[config.mk]
export PLATFORM = sky130hd
export DESIGN_NAME = rect_fill_engine_flat
export DESIGN_NICKNAME = d
export VERILOG_FILES = /design/src/rtl/rect_fill_if.sv /design/src/rtl/rect_fill_engine.sv /design/src/flat_wrapper.sv
export SDC_FILE = /design/constraint.sdc
export NUM_CORES = 1
export LEC_CHECK = 0
export ABC_AREA = 1
export CAP_MARGIN = 10
export CORE_ASPECT_RATIO = 0.5
export CORE_UTILIZATION = 30
export CTS_BUF_LIST = sky130_fd_sc_hd__clkbuf_16
export DETAILED_ROUTE_END_ITERATION = 6
export PLACE_DENSITY_LB_ADDON = 0.2
export SLEW_MARGIN = 20
export SYNTH_ARGS = -nofsm -noshare
export SYNTH_HDL_FRONTEND = slang
export SYNTH_SLANG_ARGS = --single-unit
[constraint.sdc]
create_clock -name clk -period 4.6 [get_ports clk]
set_input_delay 0.92 -clock clk [delete_from_list [all_inputs] [get_ports clk]]
set_output_delay 0.92 -clock clk [all_outputs]
set_load 0.1 [all_outputs]
[src/rtl/rect_fill_if.sv]
// Start/plot bundle between the drawing-control FSMs, rect_fill_engine and the VGA adapter.
// RECT_FILL_OUTLINE_EN adds the 'outline' request bit.
interface rect_fill_if #(
  parameter int X_W     = 8,
  parameter int Y_W     = 7,
  parameter int SIZE_W  = 5,
  parameter int COLOR_W = 3
) ();
  logic               start;
  logic [X_W-1:0]     x_in;
  logic [Y_W-1:0]     y_in;
  logic [SIZE_W-1:0]  w_in;
  logic [SIZE_W-1:0]  h_in;
  logic [COLOR_W-1:0] color_in;
`ifdef RECT_FILL_OUTLINE_EN
  logic               outline;
`endif
  logic               plot_ready;
  logic               busy;
  logic               done;
  logic [X_W-1:0]     vga_x;
  logic [Y_W-1:0]     vga_y;
  logic [COLOR_W-1:0] vga_color;
  logic               plot;

  modport master (
`ifdef RECT_FILL_OUTLINE_EN
    output outline,
`endif
    output start, x_in, y_in, w_in, h_in, color_in, plot_ready,
    input  busy, done, vga_x, vga_y, vga_color, plot
  );

  modport slave (
`ifdef RECT_FILL_OUTLINE_EN
    input  outline,
`endif
    input  start, x_in, y_in, w_in, h_in, color_in, plot_ready,
    output busy, done, vga_x, vga_y, vga_color, plot
  );
endinterface

[src/rtl/rect_fill_engine.sv]
// Rectangle rasteriser: walks w x h pixels in raster order, clipping off-screen ones.
// RECT_FILL_OUTLINE_EN enables perimeter-only drawing via the latched 'outline' bit.
module rect_fill_engine #(
  parameter int X_W      = 8,
  parameter int Y_W      = 7,
  parameter int SIZE_W   = 5,
  parameter int COLOR_W  = 3,
  parameter int SCREEN_W = 160,
  parameter int SCREEN_H = 120
) (
  input logic        clk,
  input logic        resetn,
  rect_fill_if.slave bus
);
  typedef enum logic [1:0] {IDLE, DRAW, DONE} state_t;

  localparam logic [X_W:0]      SW  = (X_W+1)'(SCREEN_W);
  localparam logic [Y_W:0]      SH  = (Y_W+1)'(SCREEN_H);
  localparam logic [SIZE_W-1:0] ONE = SIZE_W'(1);

  state_t             state, state_n;
  logic [X_W-1:0]     xr, x_cur;
  logic [Y_W-1:0]     yr, y_cur;
  logic [SIZE_W-1:0]  wr, hr, cx, cy, cx_n, cy_n;
  logic [COLOR_W-1:0] cr, c_cur;
  logic [X_W:0]       px;
  logic [Y_W:0]       py;
  logic               lat, vis, last, skip;
`ifdef RECT_FILL_OUTLINE_EN
  logic               olr;
`endif

  assign lat = (state == IDLE) && bus.start;

  // Interior rows of an outline only visit their first and last column.
`ifdef RECT_FILL_OUTLINE_EN
  assign skip = olr && (cy != '0) && (cy != hr - ONE);
`else
  assign skip = 1'b0;
`endif

  always_comb begin
    state_n = state;
    cx_n    = cx;
    cy_n    = cy;
    last    = (cx == wr - ONE) && (cy == hr - ONE);
    case (state)
      IDLE: if (bus.start) begin
        cx_n    = '0;
        cy_n    = '0;
        state_n = (bus.w_in == '0 || bus.h_in == '0) ? DONE : DRAW;
      end
      DRAW: if (!bus.plot || bus.plot_ready) begin
        if (last)                  state_n = DONE;
        else if (cx == wr - ONE) begin
          cx_n = '0;
          cy_n = cy + ONE;
        end
        else if (skip && cx == '0) cx_n = wr - ONE;
        else                       cx_n = cx + ONE;
      end
      DONE:    state_n = IDLE;
      default: state_n = IDLE;
    endcase
  end

  // Outputs are registered from the next pixel so the first plot lands one cycle after start.
  always_comb begin
    x_cur = lat ? bus.x_in     : xr;
    y_cur = lat ? bus.y_in     : yr;
    c_cur = lat ? bus.color_in : cr;
    px    = {1'b0, x_cur} + (X_W+1)'(cx_n);
    py    = {1'b0, y_cur} + (Y_W+1)'(cy_n);
    vis   = (px < SW) && (py < SH);
  end

  always_ff @(posedge clk) begin
    if (!resetn) begin
      state         <= IDLE;
      cx            <= '0;
      cy            <= '0;
      xr            <= '0;
      yr            <= '0;
      wr            <= '0;
      hr            <= '0;
      cr            <= '0;
`ifdef RECT_FILL_OUTLINE_EN
      olr           <= 1'b0;
`endif
      bus.busy      <= 1'b0;
      bus.done      <= 1'b0;
      bus.plot      <= 1'b0;
      bus.vga_x     <= '0;
      bus.vga_y     <= '0;
      bus.vga_color <= '0;
    end else begin
      state <= state_n;
      cx    <= cx_n;
      cy    <= cy_n;
      if (lat) begin
        xr  <= bus.x_in;
        yr  <= bus.y_in;
        wr  <= bus.w_in;
        hr  <= bus.h_in;
        cr  <= bus.color_in;
`ifdef RECT_FILL_OUTLINE_EN
        olr <= bus.outline;
`endif
      end
      bus.busy <= (state_n != IDLE);
      bus.done <= (state_n == DONE);
      bus.plot <= (state_n == DRAW) && vis;
      if (state_n == DRAW) begin
        bus.vga_x     <= px[X_W-1:0];
        bus.vga_y     <= py[Y_W-1:0];
        bus.vga_color <= c_cur;
      end
    end
  end
endmodule

[src/flat_wrapper.sv]
// flat-port wrapper written by rule: the top's interface ports become plain ports
module rect_fill_engine_flat 
#(
  parameter int X_W      = 8,
  parameter int Y_W      = 7,
  parameter int SIZE_W   = 5,
  parameter int COLOR_W  = 3,
  parameter int SCREEN_W = 160,
  parameter int SCREEN_H = 120
)
  (clk, resetn, bus_start, bus_x_in, bus_y_in, bus_w_in, bus_h_in, bus_color_in, bus_plot_ready, bus_busy, bus_done, bus_vga_x, bus_vga_y, bus_vga_color, bus_plot);
  rect_fill_if #(.X_W(X_W), .Y_W(Y_W), .SIZE_W(SIZE_W), .COLOR_W(COLOR_W)) bus_i ();
  input logic clk;
  input logic resetn;
  input wire logic [$bits(bus_i.start)-1:0] bus_start;
  input wire logic [$bits(bus_i.x_in)-1:0] bus_x_in;
  input wire logic [$bits(bus_i.y_in)-1:0] bus_y_in;
  input wire logic [$bits(bus_i.w_in)-1:0] bus_w_in;
  input wire logic [$bits(bus_i.h_in)-1:0] bus_h_in;
  input wire logic [$bits(bus_i.color_in)-1:0] bus_color_in;
  input wire logic [$bits(bus_i.plot_ready)-1:0] bus_plot_ready;
  output wire logic [$bits(bus_i.busy)-1:0] bus_busy;
  output wire logic [$bits(bus_i.done)-1:0] bus_done;
  output wire logic [$bits(bus_i.vga_x)-1:0] bus_vga_x;
  output wire logic [$bits(bus_i.vga_y)-1:0] bus_vga_y;
  output wire logic [$bits(bus_i.vga_color)-1:0] bus_vga_color;
  output wire logic [$bits(bus_i.plot)-1:0] bus_plot;
  assign bus_i.start = bus_start;
  assign bus_i.x_in = bus_x_in;
  assign bus_i.y_in = bus_y_in;
  assign bus_i.w_in = bus_w_in;
  assign bus_i.h_in = bus_h_in;
  assign bus_i.color_in = bus_color_in;
  assign bus_i.plot_ready = bus_plot_ready;
  assign bus_busy = bus_i.busy;
  assign bus_done = bus_i.done;
  assign bus_vga_x = bus_i.vga_x;
  assign bus_vga_y = bus_i.vga_y;
  assign bus_vga_color = bus_i.vga_color;
  assign bus_plot = bus_i.plot;
  rect_fill_engine #(.X_W(X_W), .Y_W(Y_W), .SIZE_W(SIZE_W), .COLOR_W(COLOR_W), .SCREEN_W(SCREEN_W), .SCREEN_H(SCREEN_H)) u_core (.clk(clk), .resetn(resetn), .bus(bus_i));
endmodule
* Yosys cells after proc, flatten, opt, wreduce, memory -nomap -nowiden *
Cells that the tools add are included.

cells by class
  add/subtract/negate cells = 6
  multipliers = 0
  divide/modulo/power cells = 0
  order comparisons = 2
  equality and inequality tests = 5
  shifts and indexed selects = 0
  muxes and demuxes = 18
  bitwise operators = 0
  reduce and logical (&&, ||, !) cells = 11

operators with widths
  kind                                                                   count
  5-bit 2-to-1 mux                                                       8
  5-bit case mux with 2 select lines                                     2
  5-bit by 1-bit adder with 5-bit output (second input constant)         2
  5-bit == test                                                          2
  5-bit logical NOT                                                      2
  5-bit by 1-bit subtractor with 5-bit output (second input constant)    2
  8-bit by 5-bit adder with 9-bit output                                 1
  9-bit by 8-bit < comparator with 1-bit output (second input constant)  1
  7-bit by 5-bit adder with 8-bit output                                 1
  8-bit by 7-bit < comparator with 1-bit output (second input constant)  1
  2-bit 2-to-1 mux                                                       4
  8-bit 2-to-1 mux                                                       1
  7-bit 2-to-1 mux                                                       1
  2-bit by 1-bit == test with 1-bit output (second input constant)       2
  1-bit logical AND                                                      4
  2-bit case mux with 2 select lines                                     1
  3-bit 2-to-1 mux                                                       1
  2-bit == test (second input constant)                                  1
  2-bit logical NOT                                                      1
  1-bit logical OR                                                       2
  2-bit nonzero test                                                     1
  1-bit logical NOT                                                      1

storage, ports and cells
  bits in registers = 61
  bits in latches = 0
  RAM bits = 0
  memory bits (read-only) = 0
  input bits = 32
  output and inout port bits = 21
  word-level logic and storage cells = 56
  memories kept = 0

* Logic depth before layout (Yosys ltp) *
  depth after elaboration = 10
  gate-level depth with buffers = 29
  gate-level depth less buffers = 29

* Worst setup path before layout *
No wires, ideal clock.

  path type = input -> register
  start = in bus_start
  end = reg u_core.bus.plot
  library setup time = 0.110 ns
  arrival = 3.054 ns
  required time = 4.490 ns
  setup slack = 1.436 ns
  cell stages on the path = 15
  buffers on the path = 2
  cells stage by stage = nand2_1 -> buf_2 -> buf_1 -> o21ai_0 -> inv_1 -> ha_1 -> inv_1 -> fa_1 -> o21ai_0 -> nand2_1 -> a21oi_1 -> xnor2_1 -> nand4_1 -> nand2_1 -> nor2_1

on the way
  word-level cells in the longest chain between the ends = 6
  elaborated cells on any way between the ends = 16
  classes of those cells = 2 x add/sub; 2 x order compare; 1 x eq/ne; 8 x mux; 3 x reduce/logical

ends and longest elaborated chain
  what                                           RTL line                 text
  start, declared                                flat_wrapper.sv:15       input wire logic [$bits(bus_i.start)-1:0] bus_start;
  1-bit logical AND                              rect_fill_engine.sv:33   assign lat = (state == IDLE) && bus.start;
  7-bit 2-to-1 mux                               n/a
  net u_core.y_cur[0]                            rect_fill_engine.sv:23   logic [Y_W-1:0] yr, y_cur;
  7-bit by 5-bit adder with 8-bit output         rect_fill_engine.sv:73   py = {1'b0, y_cur} + (Y_W+1)'(cy_n);
  8-bit by 7-bit < comparator with 1-bit output  rect_fill_engine.sv:74   vis = (px < SW) && (py < SH);
  1-bit logical AND                              rect_fill_engine.sv:74
  1-bit logical AND                              rect_fill_engine.sv:112  bus.plot <= (state_n == DRAW) && vis;
  end signal, assigned                           rect_fill_engine.sv:112
  end, declared                                  rect_fill_if.sv:39       output busy, done, vga_x, vga_y, vga_color, plot

The timed path passes the listed nets, and every way through them passes these cells.
A chain may end at the register's enable or synchronous reset.

* Worst setup path after layout *
  start = in bus_start
  end = reg u_core.bus.plot

on the way
  word-level cells in the longest chain between the ends = 6
  elaborated cells on any way between the ends = 16
  classes of those cells = 2 x add/sub; 2 x order compare; 1 x eq/ne; 8 x mux; 3 x reduce/logical

ends and longest elaborated chain
  what                                           RTL line                 text
  5-bit 2-to-1 mux                               rect_fill_engine.sv:48   IDLE: if (bus.start) begin
  5-bit case mux with 2 select lines             rect_fill_engine.sv:47   case (state)
  net u_core.cy_n[0]                             rect_fill_engine.sv:24   logic [SIZE_W-1:0] wr, hr, cx, cy, cx_n, cy_n;
  7-bit by 5-bit adder with 8-bit output         rect_fill_engine.sv:73
  8-bit by 7-bit < comparator with 1-bit output  rect_fill_engine.sv:74
  1-bit logical AND                              rect_fill_engine.sv:74
  1-bit logical AND                              rect_fill_engine.sv:112

The timed path passes the listed nets, and every way through them passes these cells.

==> flow_summary.yaml <==
run_status:
  status: "finished clean"
power:
  power.total_mw: 1.73
  p_leak_nw: 2.10
  powerDensity_nw_per_um2: 398
  ir_drop_mv: 0.187
sta:
  skew_ps: 9.21
  setup_violations: 0
  slew_headroom_pct: 31.1
  rsz0062_at_grt: "false"
  hold_viol: 0
  period_share_pct: 78.0
  clock.fmax_mhz: 279
  worst_pin_slew_ps: 1030
  maxSlewViolCount: 0
  min_period_ps: 3590
  setup_tns_ps: 0
critical_path:
  r2r_start: "u_core.wr[0]"
  reg2reg_slack_ps: 1060
  r2r_cells: 23
  cp-end-kind: "flop"
  criticalPathCategory: "input pin to flop"
  cp-start-kind: "input pin"
  rr_endpoint: "u_core.bus.plot"
  worstPathMaxFanout: 17
  worstPathRequired_ps: 4830
  crit_arrival_ps: 3820
global_route:
  grt_pass1_wl_mm: 14.4
  grt-ovfl-total: 0
  grt_max_degree: 41
  grt_usage_pct: 15.5
  grt_pass1_vias: 2930
  antenna_found_initial: 0
place:
  port_buffers: 52
  dp_hpwl_mm: 6.17
  gp_congestion: 0.781
  placed_area_um2: 4070
  place_inst: 705
synth:
  yosys_register_bits: 61
  synth-edff-count: 0
  netlist_instances: 522
  synth-async-reset-ratio_pct: 0
  syn_nets: 570
  yosysSeqAreaShare_pct: 35.5
  avgSynthCellArea_um2: 6.59
  synth_top_area_share_pct: 35.5
  synth_area_leader_cell: "dfxtp_1"
  synth_area_um2: 3440
  ys_types: 31
  synthTopCellsByArea: "dfxtp_1 36%, nand2_1 15%, nor2_1 9.4%"
  ys.flop_type: "dfxtp_1"
  yosysWarnings: 0
clock_tree:
  clkSinkCount: 61
  post_cts_resized: 0
  clk_path_buf_depth: 2
  path_clk_slew_ps: 60
  cts_tree: "built"
  post_cts_buffers: 0
  clk_latency_ps: 340
  ctsHoldBuffers: 0
  cts_buffers: 9
  htreeDepth: 3
  root_buffer: "clkbuf_16"
floorplan:
  die-area_um2: 11900
  rows: 27
  core-area_um2: 11100
  die_x_um: 153
  start_util_pct: 31.0
  die_h_um: 77.7
  num_io_pins: 53
final_layout:
  final_area_um2: 4350
  fin_cells: 721
  syn_to_final_growth_pct: 26.4
  nNetsFinal: 619
  diodes: 0
  drive_gt1_share_pct: 7.81
min_path:
  hold_class: "flop to flop"
  worstHoldStart: "u_core.wr[1]"
  min_path_cells: 2
  hold_path_end: "u_core.wr[1]"
drt:
  vias: 3124
  drt_iter0_markers: 117
  dr.pass1.iters: 4
  viasPerCell: 4.33
  wl_mm: 8.59
  drc: 0
  routedWlPerCell_um: 11.9
  ant_nets: 0
flow_run:
  maxCapViolations: 0
-- worst max path at each step --
stage / startpoint / endpoint / slack, ps / depth (start not counted)
final: bus_start / u_core.bus.plot / 1010 / 17
after floorplan: bus_start / u_core.bus.plot / 1440 / 15
after global routing: u_core.wr[0] / u_core.bus.plot / 570 / 23
after detailed placement: bus_start / u_core.bus.plot / 690 / 17
after global placement: bus_start / u_core.bus.plot / 780 / 17
after CTS: bus_start / u_core.bus.plot / 1030 / 17
-- flip-flops by register name (all words and copies together), names as in the netlist --
signal,flops
u_core.bus.plot,1
u_core.cx,5
u_core.bus.busy,1
u_core.cr,3
u_core.hr,5
u_core.bus.vga_color,3
u_core.bus.vga_y,7
u_core.xr,8
u_core.cy,5
u_core.wr,5
u_core.bus.vga_x,8
u_core.bus.done,1
u_core.yr,7
u_core.state,2
-- critical path, stage by stage --
cell and delay, ps:
clkdlybuf4s50_1 390, nand2_1 80, inv_1 40, buf_4 180, nor2_1 410, nand2_1 130, nand2_1 100, ha_1 170
inv_1 60, fa_1 390, o21ai_0 300, nand2_1 90, a21oi_1 170, xnor2_1 160, nand4_1 100, nand2_1 70
nor2_1 50
-- cells in the mapped netlist (2+ instances only) --
master / count
nor2_1: 86
nand2_1: 141
a21oi_1: 23
nand3_1: 25
nor3_1: 4
xor2_1: 7
inv_1: 58
o21ai_1: 9
inv_2: 7
nand4_1: 3
buf_6: 3
xnor2_1: 6
nor2_4: 2
o21ai_0: 32
clkbuf_1: 11
or2_2: 11
nor2_2: 2
mux2i_1: 5
fa_1: 2
ha_1: 14
dfxtp_1: 61
-- stage by stage --
step | worst slack, ps | util, % | hold slack [ps]
floorplan | 1440 | - | 444
global placement | 776 | 36.7 | 467
detailed placement | 687 | 36.7 | 469
CTS | 1030 | 39.2 | 477
global route | 573 | 39.2 | 499
finish | 1010 | 39.2 | 472
-- logic make-up (layout without fill, tap and decap cells) --
logic type | count (synthesis) | after routing | share of synthesized area [%]
AND/OR/NAND/NOR | 278 | 278 | 33.8
adder cells (fa/ha/maj) | 16 | 16 | 6.26
multiplexers | 5 | 5 | 1.46
AO/OA/AOI/OAI | 66 | 66 | 9.72
XOR/XNOR | 13 | 13 | 3.31
flip-flops | 61 | 61 | 35.5
buffers and inverters | 83 | 137 | 9.93
-- layer usage --
layer / wire, um / vias to the layer above / global-route usage (%) / share of wire (%)
met5: 0 / - / 0 / 0
met4: 127 / 0 / 5.80 / 1.5
met3: 316 / 12 / 4.02 / 3.7
met2: 3200 / 42 / 21.9 / 37
met1: 4940 / 1343 / 22.3 / 58
li1: - / 1727 / - / -
-- cell usage in the layout, fill, tap and decap left out, types with 3 or more instances in the layout --
master and count:
o21ai_1 9, nor3_1 4, nand2_1 141, or2_2 11, inv_1 58, mux2i_1 5, clkdlybuf4s50_1 52, buf_4 3
a21oi_1 23, clkbuf_16 9, nand3_1 25, inv_2 7, xor2_1 7, dfxtp_1 61, o21ai_0 32, xnor2_1 6
ha_1 14, nor2_1 86, clkinvlp_4 3, nand4_1 3
-- power breakdown --
| part | internal, mW | total, mW | switching, mW | leakage, nW |
|---|---|---|---|---|
| Sequential | 0.575 | 0.598 | 0.0237 | 0.503 |
| Clock | 0.366 | 0.636 | 0.270 | 0.128 |
| Combinational | 0.151 | 0.496 | 0.346 | 1.47 |
| Total | 1.09 | 1.73 | 0.639 | 2.10 |
-- area by class of cell --
class / count / area, um^2
fill: 1185 / 6730
timing repair buffer: 55 / 543
multi-input combinational: 378 / 1880
clock inverter: 7 / 50.0
sequential: 61 / 1220
tap: 145 / 181
inverter: 66 / 250
clock buffer: 9 / 225
(Power assumes the default switching activity.)
